<file path="src/rtl/usb_ep_ctrl_pkg.sv">
// Shared types and widths for the USB bulk endpoint controller.
package usb_pkg;

    localparam int RX_PKT_W = 3;
    localparam int TX_PKT_W = 3;
    localparam int OCC_W    = 7;

    typedef enum logic [RX_PKT_W-1:0] {
        RX_IDLE  = 3'd0,
        RX_IN    = 3'd1,
        RX_OUT   = 3'd2,
        RX_DATA0 = 3'd3,
        RX_DATA1 = 3'd4,
        RX_DONE  = 3'd5,
        RX_ACK   = 3'd6,
        RX_ERROR = 3'd7
    } rx_packet_t;

    typedef enum logic [TX_PKT_W-1:0] {
        TX_NONE  = 3'd0,
        TX_DATA0 = 3'd1,
        TX_DATA1 = 3'd2,
        TX_ACK   = 3'd3,
        TX_NAK   = 3'd4,
        TX_STALL = 3'd5
    } tx_packet_t;

    typedef enum logic [2:0] {
        IDLE, OUT_WAIT, OUT_RCV, OUT_RSP, IN_CHK, IN_NAK, IN_SEND, IN_ACKW
    } ep_state_t;

endpackage

</file>
<file path="src/rtl/usb_ep_ctrl_timer.sv">
// Saturating response timer; expired stays high once TIMEOUT_CYCLES enabled cycles have elapsed.
module usb_timeout_timer #(
    parameter int TIMEOUT_CYCLES = 1024
) (
    input  logic clk,
    input  logic n_rst,
    input  logic clear,
    input  logic enable,
    output logic expired
);

    localparam int CW = $clog2(TIMEOUT_CYCLES + 1);
    localparam logic [CW-1:0] LIMIT = CW'(TIMEOUT_CYCLES);

    logic [CW-1:0] cnt_q, cnt_d;

    always_comb begin
        cnt_d = cnt_q;
        if (clear)
            cnt_d = '0;
        else if (enable && cnt_q != LIMIT)
            cnt_d = cnt_q + 1'b1;
    end

    always_ff @(posedge clk or negedge n_rst) begin
        if (!n_rst) cnt_q <= '0;
        else        cnt_q <= cnt_d;
    end

    assign expired = (cnt_q == LIMIT);

endmodule

</file>
<file path="src/rtl/usb_ep_ctrl.sv">
// Bulk endpoint protocol controller: OUT payload steering, handshakes, IN data toggle and timeouts.
// Optional macro USB_EP_STALL_EN adds the ep_halt input and STALL responses.
module usb_ep_ctrl
    import usb_pkg::*;
#(
    parameter int MAX_PACKET     = 64,
    parameter int TIMEOUT_CYCLES = 1024
) (
    input  logic                clk,
    input  logic                n_rst,
    input  logic [RX_PKT_W-1:0] rx_packet,
    input  logic                store_rx_packet_data,
    input  logic [OCC_W-1:0]    buffer_occupancy,
    input  logic                tx_done,
`ifdef USB_EP_STALL_EN
    input  logic                ep_halt,
`endif
    output logic [TX_PKT_W-1:0] tx_packet,
    output logic                tx_start,
    output logic                store_rx_data,
    output logic                clear_buffer,
    output logic                rx_data_ready,
    output logic                rx_error,
    output logic                tx_error,
    output logic                d_mode
);

    localparam logic [OCC_W-1:0] MAX_CNT = OCC_W'(MAX_PACKET);

    logic halt;
`ifdef USB_EP_STALL_EN
    assign halt = ep_halt;
`else
    assign halt = 1'b0;
`endif

    ep_state_t           state_q, state_d;
    logic [RX_PKT_W-1:0] rx_q;
    logic                evt_q;
    logic [OCC_W-1:0]    count_q, count_d;
    logic                ovf_q, ovf_d, stall_q, stall_d, toggle_q, toggle_d;
    tx_packet_t          tx_packet_q, tx_packet_d;
    logic                tx_start_q, tx_start_d, push_q, push_d, clear_q, clear_d;
    logic                rdy_q, rdy_d, rx_err_q, rx_err_d, tx_err_q, tx_err_d;
    logic                d_mode_q, d_mode_d;
    logic                expired;
    logic [OCC_W:0]      fill;
    rx_packet_t          code;

    usb_timeout_timer #(.TIMEOUT_CYCLES(TIMEOUT_CYCLES)) u_timer (
        .clk    (clk),
        .n_rst  (n_rst),
        .clear  (state_d != state_q),
        .enable (state_q == OUT_WAIT || state_q == IN_ACKW),
        .expired(expired)
    );

    // An event is a change of rx_packet; rx_q already holds the new code when evt_q is seen.
    assign code = rx_packet_t'(rx_q);
    assign fill = {1'b0, buffer_occupancy} + {1'b0, count_q};

    always_comb begin
        state_d     = state_q;
        count_d     = count_q;
        ovf_d       = ovf_q;
        stall_d     = stall_q;
        toggle_d    = toggle_q;
        tx_packet_d = tx_packet_q;
        d_mode_d    = d_mode_q;
        tx_start_d  = 1'b0;
        push_d      = 1'b0;
        clear_d     = 1'b0;
        rdy_d       = 1'b0;
        rx_err_d    = 1'b0;
        tx_err_d    = 1'b0;
        case (state_q)
            IDLE: begin
                if (evt_q && code == RX_IN) begin
                    if (halt) begin
                        tx_start_d  = 1'b1;
                        d_mode_d    = 1'b1;
                        tx_packet_d = TX_STALL;
                        state_d     = IN_NAK;
                    end else begin
                        state_d = IN_CHK;
                    end
                end else if (evt_q && code == RX_OUT) begin
                    state_d = OUT_WAIT;
                end
            end
            OUT_WAIT: begin
                if (evt_q && (code == RX_DATA0 || code == RX_DATA1)) begin
                    count_d = '0;
                    ovf_d   = 1'b0;
                    stall_d = 1'b0;
                    state_d = OUT_RCV;
                end else if (evt_q || expired) begin
                    rx_err_d = 1'b1;
                    state_d  = IDLE;
                end
            end
            OUT_RCV: begin
                if (store_rx_packet_data) begin
                    if (count_q == MAX_CNT || fill >= {1'b0, MAX_CNT})
                        ovf_d = 1'b1;
                    else
                        push_d = !halt;
                    if (count_q != MAX_CNT)
                        count_d = count_q + 1'b1;
                end
                // ovf_d already includes a byte strobed alongside DONE.
                if (evt_q && code == RX_DONE) begin
                    tx_start_d = 1'b1;
                    d_mode_d   = 1'b1;
                    state_d    = OUT_RSP;
                    if (halt) begin
                        tx_packet_d = TX_STALL;
                        stall_d     = 1'b1;
                    end else if (ovf_d) begin
                        tx_packet_d = TX_NAK;
                        clear_d     = 1'b1;
                    end else begin
                        tx_packet_d = TX_ACK;
                    end
                end else if (evt_q && code == RX_ERROR) begin
                    rx_err_d = 1'b1;
                    clear_d  = 1'b1;
                    state_d  = IDLE;
                end
            end
            OUT_RSP: begin
                if (tx_done) begin
                    d_mode_d    = 1'b0;
                    tx_packet_d = TX_NONE;
                    rdy_d       = !ovf_q && !stall_q;
                    state_d     = IDLE;
                end
            end
            IN_CHK: begin
                tx_start_d = 1'b1;
                d_mode_d   = 1'b1;
                if (buffer_occupancy == '0) begin
                    tx_packet_d = TX_NAK;
                    state_d     = IN_NAK;
                end else begin
                    tx_packet_d = toggle_q ? TX_DATA1 : TX_DATA0;
                    state_d     = IN_SEND;
                end
            end
            IN_NAK, IN_SEND: begin
                if (tx_done) begin
                    d_mode_d    = 1'b0;
                    tx_packet_d = TX_NONE;
                    state_d     = (state_q == IN_SEND) ? IN_ACKW : IDLE;
                end
            end
            IN_ACKW: begin
                if (evt_q && code == RX_ACK) begin
                    toggle_d = !toggle_q;
                    state_d  = IDLE;
                end else if ((evt_q && code == RX_ERROR) || expired) begin
                    tx_err_d = 1'b1;
                    state_d  = IDLE;
                end
            end
            default: state_d = IDLE;
        endcase
    end

    always_ff @(posedge clk or negedge n_rst) begin
        if (!n_rst) begin
            state_q     <= IDLE;
            rx_q        <= '0;
            evt_q       <= 1'b0;
            count_q     <= '0;
            ovf_q       <= 1'b0;
            stall_q     <= 1'b0;
            toggle_q    <= 1'b0;
            tx_packet_q <= TX_NONE;
            d_mode_q    <= 1'b0;
            tx_start_q  <= 1'b0;
            push_q      <= 1'b0;
            clear_q     <= 1'b0;
            rdy_q       <= 1'b0;
            rx_err_q    <= 1'b0;
            tx_err_q    <= 1'b0;
        end else begin
            state_q     <= state_d;
            rx_q        <= rx_packet;
            evt_q       <= (rx_packet != rx_q);
            count_q     <= count_d;
            ovf_q       <= ovf_d;
            stall_q     <= stall_d;
            toggle_q    <= toggle_d;
            tx_packet_q <= tx_packet_d;
            d_mode_q    <= d_mode_d;
            tx_start_q  <= tx_start_d;
            push_q      <= push_d;
            clear_q     <= clear_d;
            rdy_q       <= rdy_d;
            rx_err_q    <= rx_err_d;
            tx_err_q    <= tx_err_d;
        end
    end

    assign tx_packet     = tx_packet_q;
    assign tx_start      = tx_start_q;
    assign store_rx_data = push_q;
    assign clear_buffer  = clear_q;
    assign rx_data_ready = rdy_q;
    assign rx_error      = rx_err_q;
    assign tx_error      = tx_err_q;
    assign d_mode        = d_mode_q;

endmodule

</file>
<file path="config.mk">
export PLATFORM = sky130hd
export DESIGN_NAME = usb_ep_ctrl
export DESIGN_NICKNAME = d
export VERILOG_FILES = /design/src/rtl/usb_ep_ctrl_pkg.sv /design/src/rtl/usb_ep_ctrl_timer.sv /design/src/rtl/usb_ep_ctrl.sv
export SDC_FILE = /design/constraint.sdc
export NUM_CORES = 1
export LEC_CHECK = 0
export ABC_AREA = 0
export CAP_MARGIN = 20
export CORE_MARGIN = 4
export CORE_UTILIZATION = 55
export CTS_CLUSTER_SIZE = 24
export DETAILED_ROUTE_END_ITERATION = 12
export GPL_ROUTABILITY_DRIVEN = 0
export PLACE_DENSITY = 0.77
export SKIP_LAST_GASP = 1
export SYNTH_ARGS = -nofsm -noshare
export SYNTH_HDL_FRONTEND = slang
export SYNTH_HIERARCHICAL = 1
export SYNTH_SLANG_ARGS = --single-unit
</file>
<file path="constraint.sdc">
create_clock -name clk -period 5.4 [get_ports clk]
set_input_delay 1.08 -clock clk [delete_from_list [all_inputs] [get_ports clk]]
set_output_delay 1.08 -clock clk [all_outputs]
set_load 0.005 [all_outputs]
</file>
==> results.cfg <==
[outcome]
status = complete, no violations

[cts]
cts_sinks = 37
htreeDepth = 2
cts_tree = built
cts_resized = 0
cts_inserted_buffers = 5
path_clk_slew_ns = 0.08
ctsHoldBuffers = 0
clock_path_buffers = 2
insertion_delay_ns = 0.30
cts_root_buf = clkbuf_8
cts_setup_buffers = 0

[yosys]
ys_seq_area_share_pct = 39.4
syn_avg_cell_area_um2 = 9.44
synth_nets = 275
synth_cells = 249
synth_seq_cells = 37
ys.flop_type = dfrtp_1
ys_types = 62
synth.cell_area_um2 = 2350
synth_async_sr_flop_share_pct = 100
synth-edff-count = 0
synth-warning-count = 6

[floorplan]
dieArea_um2 = 5380
die_w_um = 73.4
rows = 23
num_io_pins = 24
coreArea_um2 = 4060
initial_core_util_pct = 57.9
dieHeight_um = 73.4

[grt]
grt_overflow = 0
grt_max_degree = 38
grt_pass1_vias = 1911
track_usage_pct = 20.7
grt_pass1_wl_mm = 8.75
antenna_found_initial = 0

[placed_design]
place_hpwl_mm = 3.56
numPortBuffers = 23

[finish]
multi_input_area_um2 = 1330
seqCellArea_um2 = 926
area_delta_synth_final_pct = 14.5
fillers = 326
final_util_pct = 66.3
nNetsFinal = 296
drive_above_1_share_pct = 7.75
diodes = 0

[detailed_routing]
vias = 1955
drt_iter0_markers = 162
detail-route-antenna-nets = 0
firstDrtPassIters = 4
via_per_inst = 6.09
wirelength_mm = 4.98
drc = 0
wl_per_cell_um = 15.5

[pwr]
p_per_area_nw_per_um2 = 386
peakVddDrop_mv = 0.252
power.leakage_uw = 0.00115

[timing]
finalCritPeriodShare_pct = 62.7
hold_viol_final = 0
post-route-min-period_ns = 3.39
setup_viol = 0
finalMaxSlewViolations = 0
worst_slew_pin_slew_ns = 1.02
rsz0062_at_grt = no
finalSetupTns_ns = 0
fin_worst_skew_ns = 0.00783
relSlewSlack_pct = 31.3
fmax_ghz = 0.295

[hold_path]
holdCritPathClass = reg2reg

[run]
max-cap-violations = 0

[worst_setup_path]
path_max_fanout = 16
cp.arrival_ns = 3.57
path_class = reg2reg
worstSetupStartpointType = register
end_kind = register
worstPathRequired_ns = 5.58
critical path, stage by stage (launching register included):
cell and delay [ns]:
dfrtp_1 0.45, inv_1 0.07, ha_1 0.19, and2_0 0.22, and3_1 0.24, or4b_1 0.48
o221a_2 0.15, o221ai_2 0.19, mux2i_1 0.21, a21o_1 0.43, nand4bb_1 0.23, a21oi_1 0.05
or3_1 0.37
final timing paths:
| path | start | to | slack (ns) | depth (start not counted) |
|---|---|---|---|---|
| max | u_timer/cnt_q[0] | u_timer/cnt_q[2] | 2.01 | 12 |
| min | toggle_q | toggle_q | 0.50 | 1 |
| max reg2reg | u_timer/cnt_q[0] | u_timer/cnt_q[2] | 2.01 | 12 |
| min reg2reg | toggle_q | toggle_q | 0.50 | 1 |
| max in group asynchronous | n_rst | count_q[4] | 4.01 | 1 |
| min in group asynchronous | n_rst | tx_start | 0.86 | 1 |
flip-flops by register name (all words and copies together), names as in the netlist, 3 cells and up:
| register | flops |
|---|---|
| count_q | 7 |
| state_q | 3 |
| code | 3 |
| u_timer/cnt_q | 11 |
| tx_packet | 3 |
kinds of logic (layout without fill, tap and decap cells):
| family | count (synthesis) | count (layout) | share of synthesized area [%] |
|---|---|---|---|
| AO/OA/AOI/OAI | 63 | 63 | 19.7 |
| XOR/XNOR | 10 | 10 | 3.73 |
| adder cells (fa/ha/maj) | 12 | 12 | 6.71 |
| buffers and inverters | 23 | 45 | 4.10 |
| flip-flops | 37 | 37 | 39.4 |
| multiplexers | 3 | 3 | 1.38 |
| AND/OR/NAND/NOR | 101 | 101 | 25.0 |
cells in the final DEF, fill, tap and decap left out, types with 4 or more instances in the layout:
cell type,n
nor2_1,20
nor2b_1,5
dfrtp_1,37
a21oi_1,17
clkbuf_8,6
or4_1,4
nand2_1,16
and3_1,6
xnor2_1,4
nand3b_1,4
nand4_1,4
or3_1,4
nor4_1,4
o2111ai_1,4
ha_1,11
xor2_1,6
nand2b_1,5
inv_1,14
o21ai_0,9
nand3_1,9
clkdlybuf4s50_1,22
metal layers:
layer / part of all wire (%) / global-route usage (%) / wire length, um / vias up
met1: 46 / 27.9 / 2300 / 950
met4: 1.7 / 7.44 / 85 / 0
met2: 49 / 33.1 / 2420 / 32
met3: 3.4 / 4.24 / 171 / 7
li1: - / - / - / 966
met5: 0 / 0 / 0 / -
cell type report:
class                      instances  area share [%]
sequential                        37            34.4
inverter                          14            1.95
tap                               50            2.32
clock buffer                       6            3.07
timing repair buffer              23            8.37
multi-input combinational        189            49.4
clock inverter                     2           0.511
stage by stage:
stage / total power (uW) / hold WS [ns] / instances / setup slack, ns / area [um2]
4_1_cts: 1050 / 0.499 / 321 / 2.05 / 2690
5_1_grt: 1130 / 0.525 / 321 / 1.72 / 2690
2_1_floorplan: 702 / 0.454 / 249 / 2.48 / 2350
6_report: 1040 / 0.497 / 321 / 2.01 / 2690
3_3_place_gp: 819 / 0.482 / 313 / 1.77 / 2590
3_5_place_dp: 834 / 0.488 / 313 / 1.73 / 2590
cells in the mapped netlist, drive strengths merged, types with 2 or more instances:
library cell,instances,area (um2)
dfrtp,37,926
nor2,21,81.3
a21oi,17,85.1
nand2,16,60.1
inv,14,52.6
ha,11,138
o21ai,11,55.1
nand3,9,45.0
buf,7,36.3
and3,6,37.5
xor2,6,52.6
nand2b,5,31.3
nand4,5,37.5
nor2b,5,31.3
nor4,5,37.5
o2111ai,5,50.0
nand3b,4,30.0
or3,4,25.0
or4,4,30.0
xnor2,4,35.0
a21boi,3,22.5
a31oi,3,18.8
a41oi,3,26.3
nor3b,3,22.5
o31ai,3,22.5
a2111oi,2,36.3
a211oi,2,15.0
a21o,2,15.0
a31o,2,17.5
and2,2,12.5
clkbuf,2,7.51
mux2,2,22.5
nand4bb,2,22.5
nor3,2,10.0
o221a,2,22.5
o22a,2,17.5
or4b,2,20.0
where the power goes:
part           switching [uW]  internal, uW
Clock                     106           104
Combinational             205           193
Sequential               94.4           337
Power figures use the tool's default switching activity.
